File: src/rtl/param_loader.sv
// param_loader: decodes framed command bytes into single-cycle parameter-table writes.
// Frame: 0xA5, ADDR {id, idx}, DHI, DLO, and with PARAM_CHECKSUM_EN defined a
// trailing CSUM = ADDR ^ DHI ^ DLO. Without the macro the frame ends at DLO.
// A stalled frame is abandoned after TIMEOUT idle cycles with error code 3.
module param_loader #(
    parameter logic [15:0] TIMEOUT = 16'd1000
) (
    input  logic        clk,
    input  logic        rst_n,
    input  logic [7:0]  i_data,
    input  logic        i_valid,
    output logic        o_ready,
    output logic        o_wr_en,
    output logic [3:0]  o_wr_id,
    output logic [3:0]  o_wr_idx,
    output logic [15:0] o_wr_data,
    output logic        o_err,
    output logic [1:0]  o_err_code,
    output logic [15:0] o_frame_cnt
);

    localparam logic [7:0] HDR    = 8'hA5;
    localparam logic [3:0] MAX_ID = 4'd8;

    typedef enum logic [2:0] {
        S_IDLE   = 3'd0,
        S_ADDR   = 3'd1,
        S_DHI    = 3'd2,
        S_DLO    = 3'd3,
`ifdef PARAM_CHECKSUM_EN
        S_CSUM   = 3'd4,
`endif
        S_COMMIT = 3'd5
    } state_t;

    state_t      state_q, state_d;
    logic [7:0]  addr_q, dhi_q;
`ifdef PARAM_CHECKSUM_EN
    logic [7:0]  dlo_q;
`endif
    logic [15:0] idle_cnt_q;
    logic        accept, in_frame, timeout, last_byte;
    logic        csum_bad, id_bad, commit_ok, commit_err;
    logic [15:0] frame_data;

    // COMMIT is the only cycle that refuses input
    assign o_ready  = (state_q != S_COMMIT);
    assign accept   = i_valid && o_ready;
    assign in_frame = (state_q != S_IDLE) && (state_q != S_COMMIT);
    // An accepted byte always beats the timeout on the same cycle
    assign timeout  = in_frame && !accept && (idle_cnt_q == TIMEOUT);
    assign id_bad   = (addr_q[7:4] > MAX_ID);

`ifdef PARAM_CHECKSUM_EN
    assign last_byte  = accept && (state_q == S_CSUM);
    assign csum_bad   = (i_data != (addr_q ^ dhi_q ^ dlo_q));
    assign frame_data = {dhi_q, dlo_q};
`else
    assign last_byte  = accept && (state_q == S_DLO);
    assign csum_bad   = 1'b0;
    assign frame_data = {dhi_q, i_data};
`endif

    assign commit_ok  = last_byte && !csum_bad && !id_bad;
    assign commit_err = last_byte && (csum_bad || id_bad);

    // State register
    always_ff @(posedge clk) begin
        if (!rst_n) state_q <= S_IDLE;
        else        state_q <= state_d;
    end

    // Next-state: one step per accepted byte, timeout falls back to IDLE
    always_comb begin
        state_d = state_q;
        case (state_q)
            S_IDLE:   if (accept && (i_data == HDR)) state_d = S_ADDR;
            S_ADDR:   if (accept) state_d = S_DHI;
                      else if (timeout) state_d = S_IDLE;
            S_DHI:    if (accept) state_d = S_DLO;
                      else if (timeout) state_d = S_IDLE;
`ifdef PARAM_CHECKSUM_EN
            S_DLO:    if (accept) state_d = S_CSUM;
                      else if (timeout) state_d = S_IDLE;
            S_CSUM:   if (accept) state_d = S_COMMIT;
                      else if (timeout) state_d = S_IDLE;
`else
            S_DLO:    if (accept) state_d = S_COMMIT;
                      else if (timeout) state_d = S_IDLE;
`endif
            S_COMMIT: state_d = S_IDLE;
            default:  state_d = S_IDLE;
        endcase
    end

    // Frame field capture; data path needs no reset
    always_ff @(posedge clk) begin
        if (accept && (state_q == S_ADDR)) addr_q <= i_data;
        if (accept && (state_q == S_DHI))  dhi_q  <= i_data;
`ifdef PARAM_CHECKSUM_EN
        if (accept && (state_q == S_DLO))  dlo_q  <= i_data;
`endif
    end

    // Idle counter: cleared in IDLE and on every accepted byte
    always_ff @(posedge clk) begin
        if (!rst_n)                           idle_cnt_q <= 16'd0;
        else if (state_q == S_IDLE || accept) idle_cnt_q <= 16'd0;
        else                                  idle_cnt_q <= idle_cnt_q + 16'd1;
    end

    // Outputs registered on the final byte so they are valid during COMMIT
    always_ff @(posedge clk) begin
        if (!rst_n) begin
            o_wr_en     <= 1'b0;
            o_err       <= 1'b0;
            o_err_code  <= 2'd0;
            o_wr_id     <= 4'd0;
            o_wr_idx    <= 4'd0;
            o_wr_data   <= 16'd0;
            o_frame_cnt <= 16'd0;
        end else begin
            o_wr_en <= commit_ok;
            o_err   <= commit_err || timeout;
            if (commit_ok) begin
                o_wr_id     <= addr_q[7:4];
                o_wr_idx    <= addr_q[3:0];
                o_wr_data   <= frame_data;
                o_frame_cnt <= o_frame_cnt + 16'd1;
            end
            if (timeout)         o_err_code <= 2'd3;
            else if (commit_err) o_err_code <= csum_bad ? 2'd1 : 2'd2;
        end
    end

endmodule

File: config.mk
export PLATFORM = sky130hd
export DESIGN_NAME = param_loader
export DESIGN_NICKNAME = d
export VERILOG_FILES = /design/src/rtl/param_loader.sv
export SDC_FILE = /design/constraint.sdc
export NUM_CORES = 1
export LEC_CHECK = 0
export BUFFER_PORTS_ARGS = -buffer_cell sky130_fd_sc_hd__buf_4
export CAP_MARGIN = 15
export CORE_ASPECT_RATIO = 1.1
export CORE_MARGIN = 2
export CORE_UTILIZATION = 30
export DETAILED_ROUTE_END_ITERATION = 8
export PLACE_DENSITY = 0.52
export SLEW_MARGIN = 0
export SYNTH_ARGS = -nofsm -noshare
export SYNTH_HDL_FRONTEND = slang
export SYNTH_SLANG_ARGS = --single-unit
File: constraint.sdc
create_clock -name clk -period 2.4 [get_ports clk]
set_clock_uncertainty 0.15 [all_clocks]
set_input_delay 0.12 -clock clk [delete_from_list [all_inputs] [get_ports clk]]
set_output_delay 0.12 -clock clk [all_outputs]
set_load 0.05 [all_outputs]
## Word level (Yosys, flattened, before mapping)

Cells that the tools add are included.

- Add/subtract/negate cells: 2
- $lt $le $gt $ge: 1
- Equal/unequal tests: 7
- Muxes and demuxes: 8
- Bitwise operators: 1
- Reductions and logical operators: 18

Operators by type and width:

| operator | number |
|---|---|
| $add 16x1->16 const B | 2 |
| $eq 16x10->1 const B | 1 |
| $mux 3 | 5 |
| $pmux 3 s4 | 1 |
| $logic_and 1x1->1 | 10 |
| $eq 8x8->1 const B | 1 |
| $eq 3x2->1 const B | 2 |
| $gt 4x4->1 const B | 1 |
| $mux 2 | 2 |
| $eq 3x1->1 const B | 1 |
| $logic_not 3->1 | 1 |
| $ne 3x3->1 const B | 1 |
| $reduce_bool 3->1 | 1 |
| $logic_not 1->1 | 2 |
| $logic_or 1x1->1 | 2 |
| $ne 2x2->1 const B | 1 |
| $reduce_bool 2->1 | 1 |
| $reduce_or 2->1 | 1 |
| $not 1->1 | 1 |

- Register bits: 79
- Output and inout bits: 45

## Longest topological paths before layout

Gate-level depths: netlist (run 1).

- Word-level depth: 8
- Depth in mapped cells: 7
- Gate-level depth less buffers: 6

## Least setup slack after synthesis (run 1)

No wires, ideal clock.

- Path kind: register to register
- Start point: reg o_frame_cnt[2]
- End point: reg o_frame_cnt[11]
- Arrival time: 1.854 ns
- Data required time: 2.180 ns
- Path slack: 0.326 ns
- Cell stages (with the launch flop): 6
- Period minus slack after synthesis: 2.074 ns
- Cells stage by stage: dfxtp_1 -> and4_1 -> clkbuf_1 -> nand2_1 -> or4b_1 -> a21oi_1

- Longest elaborated chain between the ends: 1

RTL lines:

| what | line | text |
|---|---|---|
| from (decl) | 19 | `output logic [15:0] o_frame_cnt` |
| from (signal assigned) | 129 | `o_frame_cnt <= o_frame_cnt + 16'd1;` |
| $add 16x1->16 | 129 |  |

Every way passes these cells.
A chain may end at the register's enable or synchronous reset.

## Final worst setup path (run 1)

- Start point: reg state_q[0]
- End point: reg o_frame_cnt[11]

- Longest elaborated chain between the ends: 4

RTL lines:

| what | line | text |
|---|---|---|
| from (decl) | 36 | `state_t state_q, state_d;` |
| from (signal assigned) | 70 | `else state_q <= state_d;` |
| $ne 3x3->1 | 47 | `assign o_ready = (state_q != S_COMMIT);` |
| $logic_and 1x1->1 | 48 | `assign accept = i_valid && o_ready;` |
| $logic_and 1x1->1 (*) | 59 | `assign last_byte = accept && (state_q == S_DLO);` |
| $logic_and 1x1->1 (*) | 64 | `assign commit_ok = last_byte && !csum_bad && !id_bad;` |

Every way passes the cells marked *; elsewhere a longest branch is shown, timed or not.

==> results.tsv, run 1 <==
metric	value	unit
via_per_inst	4.65	
antenna_found_initial	0	
cts_hold_buffers	9	
die_area	11400	µm²
leakagePower	1.40	nW
fin_setup_tns	0	ns
hold_end	state_q[0]	
synth-simple-area-share	24.7	%
hold_path.class	input pin to register	
cp_slowest_stage_delay	0.53	ns
drive_gt1_share	20.2	%
port_buffers	55	
required	2.51	ns
grt_pass1_vias	2321	
fin_nets	419	
cts_resized	0	
synthAdderAreaFrac	1.19	%
reg2reg_setup_slack	0.42	ns
grtUsageTotal	13.0	%
hold_depth	3	
end_kind	register	
core_area	10300	µm²
initial_core_util	30.6	%
fin_crit_sh	82.4	%
finalInstanceArea	4110	µm²
cp_slowest_cell	or4b_1	
synthCells	339	
io_pins	56	
post_drt_wl_per_cell	12.7	µm
worst_hold_startpoint	i_valid	
path_max_fanout	9	
rows	39	
synth_mux_area_share	0	%
final_util	39.8	%
h-tree-depth	3	
areaGrowthSynthToFinish	30.0	%
ant_nets	0	
yosysSeqAreaShare	55.0	%
tightest_slew	0.575	ns
ir_worst_vdd	0.000361	V
slew_headroom	61.4	%
rr_endpoint	o_frame_cnt[11]	
arrival	2.09	ns
finalWorstPathRequiredPeriod	1.98	ns
synth_compound_area_share	9.85	%
fmax	0.505	GHz
syn_avg_cell_area	9.33	µm²
setup_violations	0	
diodes	0	
grt_pass1_wl	11.6	mm
synthXorXnorAreaFrac	5.81	%
cts_buffers	9	
async_flop_share	0	%
vias	2573	
synth_top_family_by_area	simple AND/OR/NAND/NOR gates	
fin_ws	0.421	ns
route.detailed.drc	0	
synth_edf_count	16	
reg2reg_from	state_q[0]	
place_ws	0.437	ns
drt_wl_total	7.02	mm
powerDensity	659	nW/µm²
worstPathCellList	and4b_1, nand3_2, or4b_1, a21oi_1	
layout_common_cells	63 x dfxtp_1, 63 x buf_4, 59 x nand2_1, 36 x a21oi_1, 34 x nor2_1	
clock_latency	0.34	ns
clock_sinks	79	
drtPass1Iterations	4	
yosys_warnings	0	
slew_violations	0	
cap_violations	0	
first_iter_violations	125	
clock_tree.buffer_depth	2	
path_class	register to register	
synth_fp_nets	353	
syn_area	3160	µm²
fp.dieW	102	µm
status	completed	
place_area	3730	µm²
rsz0062_at_grt	no	
ys.flop_type	dfxtp_1	
cts_tree	done	
holdWs	0.0129	ns
grt_remaining_overflow	0	
reg2reg_depth	4	
crit_path_start_kind	register	
grt_max_degree	27	
die_h	112	µm
cts_setup_buffers	0	
dp_hpwl	4.93	mm
clkTransAtPathRegs	0.06	ns
finalHoldViolCount	0	
fillers	1086	
root_buffer	clkbuf_16	
ys_types	42	
ys_seq_elements	79	
finalWeightedCongestion	0.764	
[worst max-delay path: cells and delay by family (launching register included)]
kind,cells,cell delay (ns)
and+or+nand+nor,3,1.14
AOI/OAI and AO/OA,1,0.14
DFF,1,0.49
[metal layers]
metal / wire length [µm] / vias to the layer above / GRT usage [%] / part of all wire [%]
met5: 0 / - / 0 / 0
met4: 117 / 0 / 4.80 / 1.7
li1: - / 1317 / - / -
met1: 3180 / 1204 / 16.6 / 45
met2: 3460 / 41 / 20.9 / 49
met3: 264 / 11 / 3.39 / 3.8
[synth_stat cells (2+ instances only)]
library cell,count,area (µm²)
nand2_1,59,221
nand3_2,2,20.0
edfxtp_1,16,480
or4_1,4,30.0
nor4b_1,4,35.0
inv_1,6,22.5
a21oi_1,36,180
o21a_1,2,15.0
nand3b_1,2,15.0
buf_2,5,25.0
nor4_1,6,37.5
nand4b_1,2,17.5
ha_1,3,37.5
or3_1,6,37.5
and4_1,3,26.3
clkbuf_1,10,37.5
o21ai_0,7,35.0
o31ai_1,3,22.5
nor3_1,8,40.0
dfxtp_1,63,1260
o31a_1,2,17.5
nand4_1,8,50.1
nor2_1,34,128
xnor2_1,15,131
xor2_1,6,52.6
nand3_1,11,55.1
[sequential cells by signal, summed over array words and instances (netlist names)]
name / flops
addr_q: 8
o_wr_id: 4
state_q: 3
o_wr_data: 16
o_frame_cnt: 16
dhi_q: 8
o_wr_en: 1
o_err: 1
idle_cnt_q: 16
o_err_code: 2
o_wr_idx: 4
[final cells by class]
| cell class | instances | area, µm² | area share, % |
|---|---|---|---|
| flip-flops and latches | 79 | 1740 | 42.3 |
| well taps | 143 | 179 | 4.35 |
| clock buffers | 9 | 225 | 5.47 |
| repair buffers | 72 | 563 | 13.7 |
| inverters | 7 | 26.3 | 0.639 |
| clock inverters | 7 | 63.8 | 1.55 |
| multi-input cells | 236 | 1320 | 32.0 |
[report_power, final]
part	total, mW	switching [mW]	internal (mW)
sequential	1.35	0.000178	1.35
combinational	0.0534	0.0295	0.0239
clock	1.31	0.582	0.723
[how the worst max path moves through the flow]
stage / from / endpoint / slack, ns / depth (start not counted)
finish: state_q[0] / o_frame_cnt[11] / 0.42 / 4
global route: addr_q[4] / o_frame_cnt[12] / 0.32 / 4
CTS: addr_q[4] / o_frame_cnt[11] / 0.43 / 4
detailed placement: addr_q[4] / o_frame_cnt[11] / 0.44 / 4
global placement: addr_q[4] / o_frame_cnt[13] / 0.46 / 4
floorplan: o_frame_cnt[2] / o_frame_cnt[11] / 0.33 / 5
[cells by family after synthesis]
| group | after synthesis |
|---|---|
| AND/OR/NAND/NOR | 158 |
| flip-flops | 79 |
| AO/OA/AOI/OAI | 54 |
| buffers and inverters | 24 |
| XOR/XNOR | 21 |
| adder cells (fa/ha/maj) | 3 |
[stage by stage]
step / std cells / power (mW)
floorplan: 339 / 1.40
global placement: 528 / 1.43
detailed placement: 528 / 1.42
CTS: 553 / 2.76
global route: 553 / 2.81
finish: 553 / 2.71
Power figures use the tool's default switching activity.
==> run 2, diff against run 1 <==
==> constraint.sdc (replaced) <==
create_clock -name clk -period 1.91 [get_ports clk]
set_clock_uncertainty 0.15 [all_clocks]
set_input_delay 0.0955 -clock clk [delete_from_list [all_inputs] [get_ports clk]]
set_output_delay 0.0955 -clock clk [all_outputs]
set_load 0.05 [all_outputs]
==> run 2 against run 1 <==
Against the previous run:
- count of clock-buffer cells in the layout stayed put
- via count is 2.4% higher
- clock power is 31% higher
- power is 28% higher
- largest power group is now clock
==> results.tsv, run 2 (synthesis gave the netlist of run 1 again) <==
metric	value	unit	change
status	completed		unchanged
multiInputGateArea	1320	µm²	about the same
fillers	1064		was 1086
finalHoldViolCount	0		unchanged
leakagePower	1.48	nW	was 1.40 nW
port_buffers	55		unchanged
final_util	41.1	%	was 39.8%
met2_usage	20.8	%	was 20.9%
h-tree-depth	3		unchanged
die_area	11400	µm²	unchanged
reg2reg_setup_slack	0.05	ns	was 0.42 ns
hold_depth	4		was 3
ant_nets	0		unchanged
use_met1	18.0	%	was 16.6%
fin_setup_tns	0	ns	unchanged
cap_violations	0		unchanged
post_drt_wl_per_cell	13.0	µm	was 12.7 µm
io_pins	56		unchanged
root_buffer	clkbuf_16		unchanged
rr_endpoint	o_frame_cnt[12]		was o_frame_cnt[11]
path_class	register to register		unchanged
drt_wl_total	7.40	mm	was 7.02 mm
power.internal	2.75	mW	was 2.10 mW
switching_power	0.736	mW	was 0.611 mW
reg2reg_depth	5		was 4
hold_end	state_q[0]		unchanged
cp_slowest_stage_delay	0.51	ns	was 0.53 ns
finalInstanceArea	4250	µm²	was 4110 µm²
gr-usage-met3	4.08	%	was 3.39%
vias	2636		was 2573
drtPass1Iterations	4		unchanged
dp_hpwl	5.03	mm	was 4.93 mm
ir_worst_vdd	0.000484	V	was 0.000361 V
reg2reg_from	addr_q[6]		was state_q[0]
comb_power_share	2.0	%	about the same
fmax	0.538	GHz	was 0.505 GHz
fp.dieW	102	µm	unchanged
layout_common_cells	78 x buf_4, 59 x nand2_1, 58 x dfxtp_1, 34 x a21oi_1, 34 x nor2_1		was 63 x dfxtp_1, 63 x buf_4, 59 x nand2_1, 36 x a21oi_1, 34 x nor2_1
initial_core_util	30.6	%	unchanged
ff_latch_area	1750	µm²	was 1740 µm²
grt_pass1_vias	2411		was 2321
p_seq_share	48.8	%	was 49.9%
first_iter_violations	99		was 125
reg_top3	idle_cnt_q (16), o_frame_cnt (16), o_wr_data (16)		unchanged
core_area	10300	µm²	unchanged
layout_commonest_cell	buf_4		
setup_violations	0		unchanged
fin_crit_sh	97.2	%	was 82.4%
final_cells	568		was 553
p_clk_share	49.2	%	was 48.1%
finalWorstPathRequiredPeriod	1.86	ns	was 1.98 ns
slew_violations	0		unchanged
slew_headroom	68.1	%	was 61.4%
place_area	3840	µm²	was 3730 µm²
drive_gt1_share	24.5	%	was 20.2%
grtUsageTotal	13.5	%	was 13.0%
required	2.02	ns	was 2.51 ns
rows	39		unchanged
route.detailed.drc	0		unchanged
via_per_inst	4.64		was 4.65
tightest_slew	0.478	ns	was 0.575 ns
fin_nets	434		was 419
worst_hold_startpoint	i_valid		unchanged
diodes	0		unchanged
grt_pass1_wl	12.0	mm	was 11.6 mm
end_kind	register		unchanged
antenna_found_initial	0		unchanged
hold_path.class	input pin to register		unchanged
cp_slowest_cell	or4_1		was or4b_1
power	3.48	mW	was 2.71 mW
cts_buffers	9		unchanged
clock_sinks	79		unchanged
clkTransAtPathRegs	0.06	ns	about the same
numPlacedInstances	541		was 528
areaGrowthSynthToFinish	34.3	%	was 30.0%
top_usage_layer	met2		unchanged
finalWeightedCongestion	0.801		was 0.764
crit_path_start_kind	register		unchanged
worstPathCellList	o31ai_4, buf_4, nand3_2, or4_1, a21oi_1		was and4b_1, nand3_2, or4b_1, a21oi_1
grt_max_degree	43		was 27
cts_tree	done		unchanged
clock_tree.buffer_depth	2		unchanged
arrival	1.97	ns	was 2.09 ns
powerDensity	819	nW/µm²	was 659 nW/µm²
path_max_fanout	3		was 9
grt_remaining_overflow	0		unchanged
clock_latency	0.33	ns	was 0.34 ns
p_sw_share	21.1	%	was 22.5%
die_h	112	µm	unchanged
run 2: how the worst max path moves through the flow:
| stage | from | end | cells after the start |
|---|---|---|---|
| after CTS | addr_q[4] | o_frame_cnt[11] | 4 |
| final | addr_q[6] | o_frame_cnt[12] | 5 |
| after global routing | addr_q[6] | o_frame_cnt[12] | 5 |
| after floorplan | o_frame_cnt[1] | o_frame_cnt[12] | 4 |
| after detailed placement | addr_q[4] | o_frame_cnt[11] | 4 |
| after global placement | addr_q[4] | o_frame_cnt[13] | 4 |
run 2: through the flow:
step                hold WS [ns]  worst slack [ns]
finish                    0.0973            0.0527
global route               0.114           -0.0120
CTS                       0.0791            0.0362
detailed placement         0.170            0.0552
global placement           0.166            0.0817
floorplan                 0.0444           0.00346
run 2: critical path: cells and delay by family (launching register included):
kind / cells / cell delay (ns)
AOI/OAI and AO/OA: 2 / 0.46
buffers and inverters: 1 / 0.17
DFF: 1 / 0.44
and+or+nand+nor: 2 / 0.58
run 2: what timing repair did:
action	4_1_cts	5_1_grt
buffers inserted	0	2
endpoints found under the hold margin	27	0
endpoints found under the setup margin	0	6
hold buffers	9	0
resized for setup	0	2
run 2: power groups by stage:
| stage | Combinational (mW) | Sequential, mW | Clock (mW) |
|---|---|---|---|
| 6_report | 0.0695 | 1.70 | 1.71 |
| 5_1_grt | 0.0764 | 1.70 | 1.85 |
| 4_1_cts | 0.0702 | 1.70 | 1.77 |
| 3_5_place_dp | 0.0554 | 1.74 | 0 |
| 3_3_place_gp | 0.0550 | 1.74 | 0 |
| 2_1_floorplan | 0.0179 | 1.74 | 0 |
run 2: layer usage:
metal,vias up,share of wire [%]
met1,1242,47
met2,46,47
met5,-,0
li1,1342,-
met4,0,1.0
met3,6,4.2
run 2: cell type report:
type | instances | share of cell area (%)
Sequential cell | 79 | 41.1
Multi-Input combinational cell | 236 | 31.1
Tap cell | 143 | 4.21
Timing Repair Buffer | 87 | 15.9
Clock inverter | 7 | 1.71
Clock buffer | 9 | 5.30
Inverter | 7 | 0.618
